==> src/rtl/ysyx_23060025_alu_arb_pkg.sv <==
// ysyx_23060025_alu_arb_pkg: ALU op codes and arbiter state encoding shared by the ALU arbiter slice
package ysyx_23060025_alu_arb_pkg;
  localparam logic [3:0] ALU_OP_ADD           = 4'd0;
  localparam logic [3:0] ALU_OP_SUB           = 4'd1;
  localparam logic [3:0] ALU_OP_AND           = 4'd2;
  localparam logic [3:0] ALU_OP_OR            = 4'd3;
  localparam logic [3:0] ALU_OP_XOR           = 4'd4;
  localparam logic [3:0] ALU_OP_SLL           = 4'd5;
  localparam logic [3:0] ALU_OP_SRL           = 4'd6;
  localparam logic [3:0] ALU_OP_SRA           = 4'd7;
  localparam logic [3:0] ALU_OP_LESS_SIGNED   = 4'd8;
  localparam logic [3:0] ALU_OP_LESS_UNSIGNED = 4'd9;
  typedef enum logic {ARB_IDLE = 1'b0, ARB_RESP = 1'b1} arb_state_e;
endpackage

==> src/rtl/ysyx_23060025_alu.sv <==
// ysyx_23060025_alu: combinational ALU (src1, src2, op -> result, less, zero); undefined ops give result 0
module ysyx_23060025_alu
  import ysyx_23060025_alu_arb_pkg::*;
#(
  parameter int DATA_LEN = 32
) (
  input  logic [DATA_LEN-1:0] src1,
  input  logic [DATA_LEN-1:0] src2,
  input  logic [3:0]          op,
  output logic [DATA_LEN-1:0] result,
  output logic                less,
  output logic                zero
);
  localparam int SW = $clog2(DATA_LEN);
  logic [SW-1:0] sh;
  logic lt_s, lt_u;
  assign sh = src2[SW-1:0];
  assign lt_u = src1 < src2;
  assign lt_s = $signed(src1) < $signed(src2);
  // Outside signed compare the flag is the unsigned borrow of src1 - src2
  assign less = op == ALU_OP_LESS_SIGNED ? lt_s : lt_u;
  assign zero = src1 == src2;
  always_comb begin
    result = '0;
    case (op)
      ALU_OP_ADD:           result = src1 + src2;
      ALU_OP_SUB:           result = src1 - src2;
      ALU_OP_AND:           result = src1 & src2;
      ALU_OP_OR:            result = src1 | src2;
      ALU_OP_XOR:           result = src1 ^ src2;
      ALU_OP_SLL:           result = src1 << sh;
      ALU_OP_SRL:           result = src1 >> sh;
      ALU_OP_SRA:           result = $unsigned($signed(src1) >>> sh);
      ALU_OP_LESS_SIGNED:   result = {{(DATA_LEN-1){1'b0}}, lt_s};
      ALU_OP_LESS_UNSIGNED: result = {{(DATA_LEN-1){1'b0}}, lt_u};
      default:              result = '0;
    endcase
  end
endmodule

==> src/rtl/ysyx_23060025_rr_pick.sv <==
// ysyx_23060025_rr_pick: round-robin picker (req, last -> one-hot grant, idx, any), scanning from last+1
module ysyx_23060025_rr_pick #(
  parameter int N = 2,
  localparam int IW = N > 1 ? $clog2(N) : 1
) (
  input  logic [N-1:0]  req,
  input  logic [IW-1:0] last,
  output logic [N-1:0]  grant,
  output logic [IW-1:0] idx,
  output logic          any
);
  logic [IW-1:0] k;
  always_comb begin
    grant = '0;
    idx = '0;
    any = 1'b0;
    k = '0;
    for (int i = 1; i <= N; i++) begin
      k = IW'((int'(last) + i) % N);
      if (!any && req[k]) begin
        any = 1'b1;
        grant[k] = 1'b1;
        idx = k;
      end
    end
  end
endmodule

==> src/rtl/ysyx_23060025_alu_arb.sv <==
// ysyx_23060025_alu_arb: round-robin sharing of one ALU among NUM_REQ valid/ready requesters, 1-cycle registered response
module ysyx_23060025_alu_arb
  import ysyx_23060025_alu_arb_pkg::*;
#(
  parameter int DATA_LEN = 32,
  parameter int NUM_REQ  = 2
) (
  input  logic                        clock,
  input  logic                        reset,
  input  logic [NUM_REQ-1:0]          req_valid_i,
  output logic [NUM_REQ-1:0]          req_ready_o,
  input  logic [NUM_REQ*DATA_LEN-1:0] req_src1_i,
  input  logic [NUM_REQ*DATA_LEN-1:0] req_src2_i,
  input  logic [NUM_REQ*4-1:0]        req_op_i,
  output logic [NUM_REQ-1:0]          rsp_valid_o,
  input  logic [NUM_REQ-1:0]          rsp_ready_i,
  output logic [DATA_LEN-1:0]         rsp_result_o,
  output logic                        rsp_less_o,
  output logic                        rsp_zero_o
);
  localparam int IW = NUM_REQ > 1 ? $clog2(NUM_REQ) : 1;
  arb_state_e state, state_nxt;
  logic [IW-1:0] owner, last_grant, g_idx;
  logic [NUM_REQ-1:0] g_hot;
  logic g_any, can_accept, accept;
  logic [DATA_LEN-1:0] alu_result;
  logic alu_less, alu_zero;
  ysyx_23060025_rr_pick #(.N(NUM_REQ)) u_pick (
    .req  (req_valid_i),
    .last (last_grant),
    .grant(g_hot),
    .idx  (g_idx),
    .any  (g_any)
  );
  ysyx_23060025_alu #(.DATA_LEN(DATA_LEN)) u_alu (
    .src1  (req_src1_i[int'(g_idx)*DATA_LEN +: DATA_LEN]),
    .src2  (req_src2_i[int'(g_idx)*DATA_LEN +: DATA_LEN]),
    .op    (req_op_i[int'(g_idx)*4 +: 4]),
    .result(alu_result),
    .less  (alu_less),
    .zero  (alu_zero)
  );
  // Only the owner's handshake frees the slot; ready never looks at request data
  assign can_accept = state == ARB_IDLE || rsp_ready_i[owner];
  assign req_ready_o = can_accept ? g_hot : '0;
  assign accept = g_any && can_accept;
  assign rsp_valid_o = state == ARB_RESP ? {{(NUM_REQ-1){1'b0}}, 1'b1} << owner : '0;
  always_comb state_nxt = accept ? ARB_RESP : (state == ARB_RESP && rsp_ready_i[owner]) ? ARB_IDLE : state;
  always_ff @(posedge clock) begin
    if (reset) begin
      state <= ARB_IDLE;
      owner <= '0;
      last_grant <= IW'(NUM_REQ - 1);
      rsp_result_o <= '0;
      rsp_less_o <= 1'b0;
      rsp_zero_o <= 1'b0;
    end else begin
      state <= state_nxt;
      if (accept) begin
        owner <= g_idx;
        last_grant <= g_idx;
        rsp_result_o <= alu_result;
        rsp_less_o <= alu_less;
        rsp_zero_o <= alu_zero;
      end
    end
  end
endmodule

==> config.mk <==
export PLATFORM = sky130hd
export DESIGN_NAME = ysyx_23060025_alu_arb
export DESIGN_NICKNAME = d
export VERILOG_FILES = /design/src/rtl/ysyx_23060025_alu_arb_pkg.sv /design/src/rtl/ysyx_23060025_alu.sv /design/src/rtl/ysyx_23060025_rr_pick.sv /design/src/rtl/ysyx_23060025_alu_arb.sv
export SDC_FILE = /design/constraint.sdc
export NUM_CORES = 1
export LEC_CHECK = 0
export ABC_AREA = 1
export CELL_PAD_IN_SITES_DETAIL_PLACEMENT = 1
export CELL_PAD_IN_SITES_GLOBAL_PLACEMENT = 1
export CORE_ASPECT_RATIO = 1.2
export CORE_MARGIN = 5
export CORE_UTILIZATION = 34
export CTS_BUF_LIST = sky130_fd_sc_hd__clkbuf_4
export DETAILED_ROUTE_END_ITERATION = 12
export GPL_TIMING_DRIVEN = 1
export PLACE_DENSITY_LB_ADDON = 0.1
export SETUP_SLACK_MARGIN = 0.05
export SYNTH_ARGS = -nofsm -noshare
export SYNTH_HDL_FRONTEND = slang
export SYNTH_SLANG_ARGS = --single-unit
==> constraint.sdc <==
create_clock -name clock -period 3.12 [get_ports clock]
set_input_delay 0.312 -clock clock [delete_from_list [all_inputs] [get_ports clock]]
set_output_delay 0.312 -clock clock [all_outputs]
set_load 0.1 [all_outputs]
==> results.md, run 1 <==
- Kind of the worst endpoint: register data pin
- Synth Net Count: about 2700
- Seq/Total Area, Yosys: 0.06123
- Post-synth EDFFs: 0
- Asr flop ratio synth: 0
- Top cell type's share of synthesized area: 0.2579
- Initial core utilization: 0.3447
- Yosys cell types: 45
- Failed at: 5_1_grt
- Sink Count: 37
- Yosys top cell by area: nand2_1
- Synth warnings: 0
- Seq cells post-synth: 37
- Overflow after GRT: 86
- Number of CTS-inserted buffers: 5
- Mapped Area: approximately 0.012 mm^2
- GRT worst endpoint: rsp_result_o[13]$_SDFFE_PP0P_/D
- Placement Rows: 75
- Final estimated routing congestion in global placement: around 1.1
- Die Span Y: approximately 220 um
- HPWL after DPL: ~81000 um
- IO Pins: 180
- Cells after synthesis: 2421
- H-tree levels: 2
- Port buffer count: ~180
- Most frequent cells after synthesis: nand2_1 (831), nand3_1 (392), inv_1 (309), nor2_1 (168), a21oi_1 (147)
- Run status: stopped before the end
- Post-place setup slack: -1.330 ns
- Clock buffer depth: 2
- Die X: 182.2 um
- GRT Util Overall: 0.6607
- Synth area leaders: nand2_1 (26%), nand3_1 (16%), ha_1 (10%), inv_1 (9.6%), dfxtp_1 (6.1%)
- Largest net degree at the start of global routing: 63
- Dominant synthesized flop cell: dfxtp_1
- Syn avg cell area: approximately 5.0 um^2
- Error: [ERROR GRT-0232] Routing congestion too high. Check the congestion heatmap in the GUI.
- Clock root cell: clkbuf_4
- Count leader, synth: nand2_1
==> per-layer routing <==
metal,track usage,GRT overflow
met2,0.8938,46
met4,0.7230,40
met1,0.6303,0
met3,0.4219,0
met5,0.1525,0
==> timing repair <==
action | in CTS
setup buffers | 12
hold buffers | 0
gates resized for setup | 253
setup endpoints to repair | 34
pin swaps | 22
gates cloned | 2
==> through the flow <==
stage               instance area, um^2  utilization  cells  setup TNS, ns  hold slack (ns)
CTS                               19800       0.5641   3591         -3.445           0.4811
detailed placement                18700       0.5329   3569         -34.49           0.4621
global placement                  18700       0.5329   3569         -28.90           0.4537
floorplan                         12110            -   2421              0           0.4453
==> kinds of logic after synthesis <==
kind of cell	after synthesis	share of synthesized area
DFF	37	0.06123
buffers and inverters	423	0.1405
muxes	1	0.0009308
xor gates and xnor gates	3	0.002173
adders and majority gates	99	0.1036
and+or+nand+nor	1484	0.5229
AOI/OAI and AO/OA	374	0.1687
==> inputs of run 2 (changes only) <==
CELL_PAD_IN_SITES_DETAIL_PLACEMENT = unset   (was 1)
CELL_PAD_IN_SITES_GLOBAL_PLACEMENT = unset   (was 1)
CORE_ASPECT_RATIO = unset   (was 1.2)
CORE_UTILIZATION = 40   (was 34)
CTS_BUF_LIST = unset   (was sky130_fd_sc_hd__clkbuf_4)
PLACE_DENSITY_LB_ADDON = 0.15   (was 0.1)
SETUP_SLACK_MARGIN = unset   (was 0.05)
clock period = 4.1 ns   (was 3.12 ns; I/O delays follow)
==> results.md, run 2 <==
- Hold path start: rsp_result_o[11]$_SDFFE_PP0P_
- Reg clk slew, reported paths: around 0.060 ns
- Period utilisation layout: 0.9766
- Worst R2R End: rsp_result_o[24]$_SDFFE_PP0P_
- RSZ-0062 raised after global routing: yes
- Top cell type's share of synthesized area: 0.2579 (unchanged)
- Die area: around 0.034 mm^2
- Mapped Area: 0.01210 mm^2 (unchanged)
- Asr flop ratio synth: 0 (unchanged)
- Avg WL per Cell: between 20 and 25 um
- Clk_lat worst skew: 0.29 ns
- Yosys cell types: 45 (unchanged)
- Slew headroom: 0.2962
- Worst path required time: ~4.3 ns
- Met1 Usage GRT: 0.5644
- Largest net degree at the start of global routing: 76
- Residual DRC: 0
- CTS tree: built
- Area Overhead vs Synth: 35.23%
- Max-slew violations: 0
- Number of CTS-inserted buffers: 5 (unchanged)
- Top Usage Layer GRT: met2
- Final hold slack: between 0.4 and 0.5 ns
- Hold_buf cts: 0 (unchanged)
- Commonest non-fill, non-tap cell in the layout: nand2_1
- R2R cell count: 21
- Seq/Total Area, Yosys: 0.06123 (unchanged)
- H-tree levels: 2 (unchanged)
- Initial core utilization: 0.4071 (+0.06239)
- Port buffer count: 179 (unchanged)
- Synth area leaders: nand2_1 (26%), nand3_1 (16%), ha_1 (10%), inv_1 (9.6%), dfxtp_1 (6.1%)
- Vias in the first global route: ~17000
- Nets@finish: 3030
- Initial DRC count: ~2600
- Post-place setup slack: -0.2596 ns (+1.070 ns)
- Most frequent cells after synthesis: nand2_1 (831), nand3_1 (392), inv_1 (309), nor2_1 (168), a21oi_1 (147)
- F_max: between 200 and 250 MHz
- Core area: ~0.030 mm^2
- Run status: completed
- FILL cells: around 3200
- Count leader, synth: nand2_1
- Fraction of layout cells with a size suffix above 1: 0.1240
- Met3 GRT Util: 0.1268
- Commonest cells after routing, fill and taps aside: nand2_1 (830), nand3_1 (392), inv_1 (309)
- Overflow after GRT: 0
- Clock root cell: clkbuf_16
- Final setup vio count: 0
- Setup bufs post-CTS: 0 (-12)
- HPWL after DPL: 60740 um (-25%)
- Syn avg cell area: 4.997 um^2 (unchanged)
- Max FFs per register: 32
- Detailed-router iteration count before antenna repair: 7
- Dominant synthesized flop cell: dfxtp_1
- Final core area utilization: 0.5505
- Worst hold path depth: 2
- R2R Path Start: last_grant$_SDFFE_PP1P_
- Crit Path Max Fanout: 9
- ANT nets after route: 0
- Post_cts resized: 0 (-100%)
- Worst Max-Slew Pin Slew: ~1.1 ns
- Post-synth EDFFs: 0 (unchanged)
- CP startpoint kind: input port
- Total negative slack: 0 ns
- Cells after synthesis: 2421 (unchanged)
- Top reg by flops: rsp_result_o
- Final worst setup slack: 0.09609 ns
- Power, Total: around 4.9 mW
- Worst EP arrival: 4.16 ns
- Clock buffer depth: 2 (unchanged)
- Worst Hold Class: reg2reg
- Critical Path Sink Type: flip-flop
- Met2 Use GR: 0.5725
- Antenna Diode Count: 0
- Die X: 183.9 um (+0.94%)
- Yosys top cell by area: nand2_1
- PwrDens: 298.3 mW/mm^2
- Fin crit period: between 4 and 5 ns
- Peak supply drop: about 170 uV
- Global-route wire length before repair: between 100000 and 150000 um
- Vias per std cell: between 5 and 6
- Layout Skew: 0.01425 ns
- Final hold violation count: 0
- Initial antenna violation count: 1
- GRT Util Overall: 0.4054
- Synth warnings: 0 (unchanged)
- Worst setup path class: in2reg
- Total of max-cap violations: 0
- DR vias: roughly 18000
- Final estimated routing congestion in global placement: 1.141 (+2.9%)
- Seq cells post-synth: 37 (unchanged)
- IO Pins: 180 (unchanged)
- Lkg Pwr: between 8 and 9 nW
- Sink Count: 37 (unchanged)
- Worst reg-to-reg setup slack: about 0.4 ns
- Die Span Y: 183.9 um (-15%)
- Post-Route WL: 71850 um
- Worst Hold Path EP: rsp_result_o[11]$_SDFFE_PP0P_
- Synth Net Count: 2662 (unchanged)
- Placement Rows: 63 (-16%)
[run 2: cell counts after synthesis]
Identical to the previous run, type by type.
[run 2: final cells by class]
type                            instances  area, um^2  area share
Multi-Input combinational cell       1961        9709      0.5935
Timing Repair Buffer                  463        4021      0.2458
Inverter                              321        1205     0.07366
Sequential cell                        37       740.7     0.04528
Tap cell                              390       488.0     0.02983
Clock buffer                            5       125.1    0.007649
Clock inverter                          3       68.82    0.004207
[run 2: cells by family after synthesis]
family / synth area share
AOI/OAI and AO/OA: 0.1687
xor gates and xnor gates: 0.002173
adders and majority gates: 0.1036
buffers and inverters: 0.1405
DFF: 0.06123
muxes: 0.0009308
and+or+nand+nor: 0.5229
[run 2: critical path, stage by stage]
cell and delay [ns]:
clkdlybuf4s50_1 0.50, nand2_1 0.12, nand2_4 0.18, buf_4 0.23
nand2_1 0.07, nand2_1 0.22, ha_1 0.21, inv_1 0.07
fa_1 0.43, nand3_1 0.10, nand2_1 0.12, nand2_1 0.10
nand2_1 0.15, buf_4 0.18, buf_4 0.12, nand3_1 0.09
nand4_1 0.11, nand3_1 0.20, nand3_1 0.11, o21ai_1 0.23
buf_4 0.15, a21oi_1 0.05
[run 2: where the power goes]
group	internal [mW]	total, mW	switching (mW)
Sequential	0.398	0.429	0.0309
Clock	0.351	0.522	0.171
Combinational	1.35	3.93	2.58
Total	2.10	4.88	2.78
[run 2: per-layer routing]
| layer | vias to the layer above | wire, um |
|---|---|---|
| met2 | 1313 | 27750 |
| met1 | 8339 | 29550 |
| met4 | 2 | 3927 |
| met5 | - | 13 |
| li1 | 8580 | - |
| met3 | 178 | 10600 |
[run 2: through the flow]
step	std cells	instance area, um^2
finish	3180	16360
global route	3180	16360
detailed placement	3172	16120
floorplan	2421	12100
CTS	3180	16320
global placement	3172	16120
[run 2: how the worst max path moves through the flow]
| stage | startpoint | endpoint | slack [ns] | cells after the start |
|---|---|---|---|---|
| 5_1_grt | req_valid_i[0] | rsp_result_o[6]$_SDFFE_PP0P_ | -0.03 | 24 |
| 4_1_cts | req_valid_i[1] | rsp_result_o[24]$_SDFFE_PP0P_ | 0.04 | 20 |
| 6_report | req_valid_i[0] | rsp_result_o[24]$_SDFFE_PP0P_ | 0.1 | 22 |
| 3_3_place_gp | req_valid_i[1] | rsp_result_o[24]$_SDFFE_PP0P_ | -0.26 | 20 |
| 3_5_place_dp | req_valid_i[1] | rsp_result_o[19]$_SDFFE_PP0P_ | -0.26 | 25 |
| 2_1_floorplan | req_valid_i[0] | rsp_less_o$_SDFFE_PP0P_ | 0.76 | 18 |
Note: power is estimated with default switching activity, not from simulation.
